### src/rtl/mult_div_pkg.sv
// mult_div_pkg: state encoding, funct codes and latency shared with the control unit
package mult_div_pkg;
   typedef enum logic [2:0] {IDLE, MULT, DIV, FIXUP, FINISH} state_t;
   localparam logic [5:0] FUNCT_MULT = 6'h18;
   localparam logic [5:0] FUNCT_DIV  = 6'h1A;
   localparam logic [5:0] FUNCT_MFHI = 6'h10;
   localparam logic [5:0] FUNCT_MFLO = 6'h12;
   localparam int MD_LATENCY = 34;
endpackage

### src/rtl/mult_div.sv
// mult_div: iterative signed multiply/divide owning HI/LO
// one 2*DATA_W register holds the product, or remainder:quotient during division
module mult_div
   import mult_div_pkg::*;
#(
   parameter int DATA_W = 32,
   parameter int CNT_W  = 6
) (
   input  logic              clk,
   input  logic              reset,
   input  logic              start_mult,
   input  logic              start_div,
   input  logic [DATA_W-1:0] A_in,
   input  logic [DATA_W-1:0] B_in,
   output logic [DATA_W-1:0] HI_out,
   output logic [DATA_W-1:0] LO_out,
   output logic              busy,
   output logic              done,
   output logic              div_zero
);
   localparam int W = DATA_W;
   state_t state, state_nx;
   logic [CNT_W-1:0] cnt;
   logic [2*W-1:0] acc, prod;
   logic [W-1:0] opnd, abs_a, abs_b, quo_f, rem_f;
   logic [W:0] sum, top, diff;
   logic sign_q, sign_r, op_div, dz, last;
   always_comb begin
      abs_a = A_in[W-1] ? -A_in : A_in;
      abs_b = B_in[W-1] ? -B_in : B_in;
      sum   = {1'b0, acc[2*W-1:W]} + {1'b0, opnd};
      top   = acc[2*W-1:W-1];
      diff  = top - {1'b0, opnd};
      prod  = sign_q ? -acc : acc;
      quo_f = sign_q ? -acc[W-1:0] : acc[W-1:0];
      rem_f = sign_r ? -acc[2*W-1:W] : acc[2*W-1:W];
      last  = cnt == CNT_W'(W-1);
   end
   always_comb begin
      state_nx = state;
      case (state)
         IDLE:      state_nx = start_mult ? MULT : start_div ? (B_in == '0 ? FINISH : DIV) : IDLE;
         MULT, DIV: state_nx = last ? FIXUP : state;
         FIXUP:     state_nx = FINISH;
         default:   state_nx = IDLE;
      endcase
   end
   always_ff @(posedge clk)
      if (reset) state <= IDLE;
      else state <= state_nx;
   always_ff @(posedge clk) begin
      if (reset) begin
         cnt    <= '0;
         acc    <= '0;
         opnd   <= '0;
         HI_out <= '0;
         LO_out <= '0;
         sign_q <= 1'b0;
         sign_r <= 1'b0;
         op_div <= 1'b0;
         dz     <= 1'b0;
      end else begin
         case (state)
            IDLE: begin
               cnt <= '0;
               if (start_mult || start_div) begin
                  dz     <= !start_mult && B_in == '0;
                  op_div <= !start_mult;
                  sign_q <= A_in[W-1] ^ B_in[W-1];
                  sign_r <= A_in[W-1];
                  opnd   <= start_mult ? abs_a : abs_b;
                  acc    <= {{W{1'b0}}, start_mult ? abs_b : abs_a};
               end
            end
            MULT: begin
               acc <= acc[0] ? {sum, acc[W-1:1]} : {1'b0, acc[2*W-1:1]};
               cnt <= cnt + 1'b1;
            end
            DIV: begin
               // a clear borrow bit means the trial subtraction fits: keep it, quotient bit 1
               acc <= diff[W] ? {top[W-1:0], acc[W-2:0], 1'b0} : {diff[W-1:0], acc[W-2:0], 1'b1};
               cnt <= cnt + 1'b1;
            end
            FIXUP: {HI_out, LO_out} <= op_div ? {rem_f, quo_f} : prod;
            default: ;
         endcase
      end
   end
   assign busy     = state == MULT || state == DIV || state == FIXUP;
   assign done     = state == FINISH;
   assign div_zero = state == FINISH && dz;
endmodule

### config.mk
export PLATFORM = sky130hd
export DESIGN_NAME = mult_div
export DESIGN_NICKNAME = d
export VERILOG_FILES = /design/src/rtl/mult_div_pkg.sv /design/src/rtl/mult_div.sv
export SDC_FILE = /design/constraint.sdc
export NUM_CORES = 1
export LEC_CHECK = 0
export CAP_MARGIN = 20
export CORE_MARGIN = 2
export CORE_UTILIZATION = 30
export DETAILED_ROUTE_END_ITERATION = 16
export PLACE_DENSITY = 0.5
export SYNTH_ARGS = -nofsm -noshare
export SYNTH_HDL_FRONTEND = slang
export SYNTH_SLANG_ARGS = --single-unit
### constraint.sdc
create_clock -name clk -period 3.5 [get_ports clk]
set_clock_uncertainty 0.15 [all_clocks]
set_input_delay 0.35 -clock clk [delete_from_list [all_inputs] [get_ports clk]]
set_output_delay 0.35 -clock clk [all_outputs]
set_load 0.02 [all_outputs]
Yosys cells after proc, flatten, opt, wreduce, memory -nomap -nowiden:

Index checks and enable logic that the tools add are counted.
W data, S select, Z words.

* register bits after elaboration: 173
* bits of input ports: 68
* output and inout bits: 67

* add/subtract/negate cells: 8
* eq/ne operators: 7
* multiplexer cells: 18
* bitwise logic cells: 1
* reduce and logical (&&, ||, !) cells: 13

Operator list (count)
* $mux W64: 5
* $mux W32: 6
* $pmux W64 S3: 1
* $neg A32 Y32: 4
* $neg A64 Y64: 1
* $add A32 B32 Y33: 1
* $sub A33 B32 Y33: 1
* $logic_not A32 Y1: 1
* $mux W3: 4
* $pmux W6 S2: 1
* $pmux W3 S3: 1
* $add A6 B1 Y6 const B: 1
* $eq A3 B2 Y1 const B: 2
* $eq A6 B5 Y1 const B: 1
* $reduce_and A2 Y1: 2
* $eq A3 B1 Y1 const B: 1
* $eq A3 B3 Y1 const B: 1
* $logic_not A3 Y1: 1
* $logic_or A1 B1 Y1: 3
* $reduce_bool A3 Y1: 1
* $logic_and A1 B1 Y1: 2
* $ne A2 B1 Y1 const B: 1
* $ne A2 B2 Y1 const B: 1
* $reduce_bool A2 Y1: 1
* other kinds (3): 3

Longest topological paths before layout:

Gate-level depths: netlist of run 1.

* depth after elaboration: 5
* depth in mapped cells: 15
* gate-level depth less buffers: 13

Worst setup path after synthesis of run 1:

No wires, ideal clock.

* path kind: reg-to-reg
* start point: reg acc[31]
* end point: reg acc[51]
* arrival: 3143 ps
* setup slack: 77 ps
* stages on the path, launching flop included: 15
* buffers on the path: 2
* period minus slack after synthesis: 3423 ps
* cell sequence: dfxtp_1 inv_1 ha_1 fa_1 nand2b_1 a21o_1 a31o_2 a21o_1 o21ai_1 o22ai_1 xnor2_1 buf_2 buf_2 mux2i_1 o22ai_1

* longest elaborated chain between the ends: 3

RTL lines
* start: declaration: line mult_div.sv:24 `logic [2*W-1:0] acc, prod;`
* start signal: assignment: line mult_div.sv:72 `acc <= {{W{1'b0}}, start_mult ? abs_b : abs_a};`
* start signal: assignment: line mult_div.sv:76 `acc <= acc[0] ? {sum, acc[W-1:1]} : {1'b0, acc[2*W-1:1]};`
* start signal: assignment: line mult_div.sv:81 `acc <= diff[W] ? {top[W-1:0], acc[W-2:0], 1'b0} : {diff[W-1:0], acc[W-2:0], 1'b1};`
* $sub A33 B32 Y33: line mult_div.sv:33 `diff = top - {1'b0, opnd};`
* $mux W64: line mult_div.sv:81
* $pmux W64 S3: line mult_div.sv:63 `case (state)`

Every way passes these cells.
A chain may end at the register's enable or synchronous reset.

Final worst setup path of run 1:

* start point: reg acc[31]
* end point: reg acc[38]

Same word-level chain as after synthesis.

==> results of run 1 <==
[cell usage after synthesis, drive strengths merged (8+ instances only)]
library cell | n | area share
mux2i | 42 | 0.029
o31ai | 27 | 0.015
nand3 | 25 | 0.0087
o41ai | 16 | 0.0098
nand2b | 26 | 0.012
inv | 53 | 0.014
o22a | 12 | 0.0073
nor2b | 17 | 0.0074
and2 | 10 | 0.0044
dfxtp | 173 | 0.24
xor2 | 79 | 0.048
mux2 | 8 | 0.0063
ha | 69 | 0.060
o22ai | 11 | 0.0048
nor4 | 16 | 0.0091
clkbuf | 113 | 0.032
a21oi | 171 | 0.060
buf | 23 | 0.010
a21o | 33 | 0.017
o21a | 8 | 0.0042
a221oi | 31 | 0.019
a211oi | 70 | 0.037
nor2 | 170 | 0.045
nand2 | 206 | 0.054
nor3 | 61 | 0.021
o21ai | 108 | 0.038
a31oi | 23 | 0.010
o211ai | 19 | 0.010
and3 | 12 | 0.0052
or4 | 17 | 0.0093
xnor2 | 89 | 0.055
a22oi | 23 | 0.012
a21boi | 8 | 0.0042
or3 | 20 | 0.0094
nand4 | 18 | 0.0083
[per-layer routing]
layer,global-route usage,wire length [um],vias to the layer above,share of wire
met4,0.0920,2010,0,0.037
met5,0,0,-,0
met2,0.324,23400,503,0.43
met1,0.304,25800,7039,0.47
met3,0.0406,3720,78,0.068
li1,-,-,7297,-
[power by group through the flow]
| stage | Sequential [uW] | Clock [uW] | Combinational [uW] |
|---|---|---|---|
| 6_report | 3060 | 1980 | 12100 |
| 4_1_cts | 3050 | 2020 | 11800 |
| 2_1_floorplan | 3010 | 0 | 8000 |
| 5_1_grt | 3110 | 2100 | 13200 |
| 3_5_place_dp | 3100 | 0 | 11600 |
| 3_3_place_gp | 3090 | 0 | 11500 |
[cell families after synthesis]
logic type,synth area share
compound gates,0.284
simple gates,0.212
mux,0.0357
xor+xnor,0.103
flops,0.242
fa+ha+maj,0.0632
buf+inv,0.0594
[registers in the layout, indices dropped and copies added, names as in the netlist]
signal	flops
HI_out	32
LO_out	32
acc	64
cnt	6
dz	1
op_div	1
opnd	32
sign_q	1
sign_r	1
state	3
[worst max-delay path by stage]
stage	startpoint	end	slack [ps]	cells after the start
floorplan	acc[31]$_SDFFE_PP0P_	acc[51]$_SDFFE_PP0P_	80	14
global placement	B_in[0]	state[1]$_SDFFE_PP0P_	-240	12
detailed placement	B_in[0]	state[1]$_SDFFE_PP0P_	-260	12
CTS	acc[31]$_SDFFE_PP0P_	acc[38]$_SDFFE_PP0P_	40	16
global route	acc[31]$_SDFFE_PP0P_	acc[39]$_SDFFE_PP0P_	-40	16
finish	acc[31]$_SDFFE_PP0P_	acc[38]$_SDFFE_PP0P_	110	16
[timing repair]
item                                    CTS  global route
gates cloned                              0             0
endpoints found under the hold margin     0             0
endpoints found under the setup margin   13            31
pin swaps                                 1             3
gates resized for setup                   5            20
setup buffers                             2             2
[worst max-delay path: stages (launching register included)]
cell	delay, ps
dfxtp_1	330
inv_1	50
ha_1	220
fa_1	390
nand2b_1	180
a21o_1	190
a31o_2	230
a21o_4	230
o21ai_2	150
o22ai_2	120
xnor2_2	170
buf_6	150
buf_12	160
buf_12	130
mux2i_1	180
o22a_1	150
a21oi_1	60
[stage by stage]
stage	cells	hold WS (ps)	total power, uW	utilization	setup slack, ps
floorplan	1901	282	11000	-	77.3
global placement	2648	295	14600	0.355	-245
detailed placement	2648	295	14700	0.355	-262
CTS	2682	197	16800	0.368	41.8
global route	2684	228	18400	0.370	-40.4
finish	2684	223	17100	0.370	114
[final cells by class]
class / instances / area (um^2)
Timing Repair Buffer: 274 / 2460
Clock buffer: 17 / 425
Tap cell: 615 / 769
Clock inverter: 15 / 165
Multi-Input combinational cell: 1536 / 10100
Sequential cell: 173 / 3470
Fill cell: 4987 / 29900
Inverter: 54 / 203
==> results.cfg, run 1 <==
[synth]
netlist_instances = 1901
ys_types = 85
synth_edf_count = 0
synth_seq_cells = 173
synth.cell_area_mm2 = 0.0143
ys.flop_type = dfxtp_1
yosys_warnings = 0
syn_area_per_cell_um2 = 7.52
syn_nets = 2040
async_flop_share = 0
yosysSeqAreaShare = 0.242

[setup_path]
end_kind = register
crit_required_ps = 3670
reg2regPathDepth = 16
startpoint_type = register
r2r-start = acc[31]$_SDFFE_PP0P_
setup.worst_path.class = reg2reg
critPathArrivalTime_ps = 3560
reg2reg_to = acc[38]$_SDFFE_PP0P_
rrSetupSlack_ps = 110
critPathMaxFanout = 14

[floorplanning]
die_h_um = 222
num_rows = 80
pin_count = 135
dieArea_mm2 = 0.0494
start_util = 0.301
die_w_um = 222
fp.coreArea_mm2 = 0.0474

[global_route]
grt_max_degree = 64
track_usage = 0.217
grt_overflow = 0
grt_pass1_wl_um = 83100
grt_pass1_vias = 13700
antenna_found_initial = 2

[detailed_routing]
dr.pass1.iters = 5
postRouteWirelength_um = 55000
ant_nets = 0
vias = 14900
wire_per_inst_um = 20.5
drc = 0
vias_per_cell = 5.56
drtIter0Drc = 1321

[power]
power_per_cell_area_mw_per_mm2 = 976
clkPwrFrac = 0.115
p_leak_uw = 0.00679
sw_frac_of_total = 0.501
p_comb_frac = 0.706
vdd_ir_drop_max_uv = 722
sequentialPowerShare = 0.178
p_int_uw = 8550
switchingPower_uw = 8600

[layout]
layout_common_cells = 206 x nand2_1, 171 x dfxtp_1, 170 x a21oi_1, 167 x nor2_1, 134 x buf_4
final_common_cell = nand2_1
fin_area_mm2 = 0.0176
diodes = 0
area_delta_synth_final_pct = 22.9
layout-drive-gt1-share = 0.114
final_nets = 2195

[min_path]
hp-class = in2reg
min_delay_path_depth = 2
hold_path_end = acc[16]$_SDFFE_PP0P_
min-delay-start = reset

[clock_tree]
cts_buffer_depth = 2
cts_hold_buf = 0
clk_latency_ps = 470
cts-root-buf = clkbuf_16
clock_sinks = 173
ctsHtreeMaxLevel = 4
cts_buffers = 17
cts_tree = done
clk_pin_slew_ps = 80

[sta]
worst-slew-pin-transition_ps = 1270
max_freq_ghz = 0.295
rsz0062_at_grt = yes
finalCritPeriodShare = 0.967
drv_slew = 0
hold_viol = 0
relSlewSlack = 0.145
setup_viol_count_final = 0
finalCriticalPeriod_ps = 3390
finalSetupTns_ps = 0

[placement]
io_buffers = 134
postPlaceCellArea_mm2 = 0.0169
place_congestion = 0.910
dp_hpwl_um = 42800

[outcome]
status = complete, no violations

[flow_run]
drv_cap = 0
Power figures use the tool's default switching activity.
==> run 2, diff against run 1 <==
Settings changed: SKIP_CTS_REPAIR_TIMING set to 1.
==> run 2 against run 1 <==
Effect of this change:
- sequential power hardly changed
- power increased by 1.3%
- via count grew 0.58%
- final cell count grew 0.30%
- count of clock-buffer cells in the layout is the same
- first-iteration DRC count shrank 3.5%
- setup slack better by 27 ps
- die area unchanged
- cell area grew 0.40%
- worst hold slack better by 4.7 ps
- combinational power hardly changed
- highest routed layer unchanged
==> results.cfg, run 2 (synthesis results as in run 1) <==
[outcome]
status = complete, no violations

[sta]
relSlewSlack = 0.195
fin_ws_ps = 141
finalCriticalPeriod_ps = 3360
hold_viol = 0
drv_slew = 0
setup_viol_count_final = 0
worst-slew-pin-transition_ps = 1200
max_freq_ghz = 0.298
finalCritPeriodShare = 0.960

[floorplanning]
pin_count = 135
start_util = 0.301
dieArea_mm2 = 0.0494
num_rows = 80
fp.coreArea_mm2 = 0.0474
die_w_um = 222
die_h_um = 222

[clock_tree]
cts_buffer_depth = 2
clk_pin_slew_ps = 80
cts_tree = done
cts-root-buf = clkbuf_16
clock_sinks = 173
ctsHtreeMaxLevel = 4
clk_latency_ps = 470
cts_buffers = 17

[detailed_routing]
dr.pass1.iters = 5
vias = 15000
drc = 0
ant_nets = 0
vias_per_cell = 5.57
wire_per_inst_um = 20.5
drtIter0Drc = 1275
postRouteWirelength_um = 55100

[layout]
top_register = acc
final_nets = 2202
area_delta_synth_final_pct = 23.4
final_common_cell = nand2_1
layoutNonFillerInstCount = 2692
fin_area_mm2 = 0.0176
layout-drive-gt1-share = 0.119
layout_common_cells = 206 x nand2_1, 170 x a21oi_1, 167 x dfxtp_1, 167 x nor2_1, 139 x buf_4
largest_register_ffs = 64

[global_route]
antenna_found_initial = 2
track_usage = 0.217
grt_pass1_wl_um = 83000
grt_overflow = 0
grt_pass1_vias = 13700
grt_max_degree = 64

[placement]
placedCellCount = 2648
dp_hpwl_um = 42800
postPlaceCellArea_mm2 = 0.0169
io_buffers = 134
place_congestion = 0.910
preCtsSetupSlack_ps = -262

[setup_path]
path_cells = inv_1, ha_1, fa_2, nand2b_1, a21o_1, a31o_2, a21o_4, o21ai_4, o22ai_2, xnor2_2, buf_6, buf_2, buf_4, mux2i_1, o22a_1, a21oi_1
setup.worst_path.class = reg2reg
critPathMaxFanout = 5
end_kind = register
startpoint_type = register
critPathSlowestCell = fa_2
crit_required_ps = 3680
critPathArrivalTime_ps = 3540
critPathTopFamily = compound AO/OA/AOI/OAI gates
crit_buf_inv = 4
critical-path-max-stage-delay_ps = 350

[power]
p_leak_uw = 0.00682
finalPower_uw = 17400
power_per_cell_area_mw_per_mm2 = 985
vdd_ir_drop_max_uv = 700

[min_path]
hp-class = in2reg

[flow_run]
drv_cap = 0
-- run 2: cell types whose count changed in the layout (fill, tap and decap cells not counted), sizes merged --
cell,before,now
buf,142,149
diode,0,1
-- run 2: area by class of cell --
class	instances	area, um^2
fillers	4981	29800
multi-input cells	1536	10100
flip-flops and latches	173	3470
repair buffers	281	2520
well taps	615	769
clock buffers	17	425
inverters	54	203
clock inverters	15	165
diodes	1	2.50
-- run 2: power breakdown --
| part | internal, uW | switching (uW) | leakage [uW] |
|---|---|---|---|
| Sequential | 2460 | 604 | 0.00141 |
| Clock | 959 | 1020 | 0.000284 |
| Combinational | 5300 | 7040 | 0.00513 |
-- run 2: per-layer routing --
metal | GRT usage | vias to the layer above | part of all wire
met5 | 0 | - | 0
met4 | 0.0933 | 0 | 0.037
met3 | 0.0422 | 82 | 0.072
met2 | 0.322 | 541 | 0.43
met1 | 0.304 | 7075 | 0.46
li1 | - | 7305 | -
-- run 2: worst paths after layout --
path                            from  slack [ps]  depth (start not counted)                       to
max             acc[31]$_SDFFE_PP0P_         140                         16     acc[41]$_SDFFE_PP0P_
min                            reset         230                          2     acc[16]$_SDFFE_PP0P_
max reg2reg     acc[31]$_SDFFE_PP0P_         140                         16     acc[41]$_SDFFE_PP0P_
min reg2reg  HI_out[11]$_SDFFE_PP0N_         310                          2  HI_out[11]$_SDFFE_PP0N_
-- run 2: stage by stage --
step | hold slack (ps) | util | TNS (ps)
after floorplan | 282 | - | 0
after global placement | 295 | 0.355 | -898
after detailed placement | 295 | 0.355 | -1670
after CTS | 197 | 0.368 | -572
after global routing | 228 | 0.372 | -89.5
final | 228 | 0.372 | 0
==> run 3, diff against run 2 <==
Settings changed: SKIP_CTS_REPAIR_TIMING 1 to not set.
==> results of run 3 <==
Same layout as run 1: the final DEF is identical, and so are final timing and power.
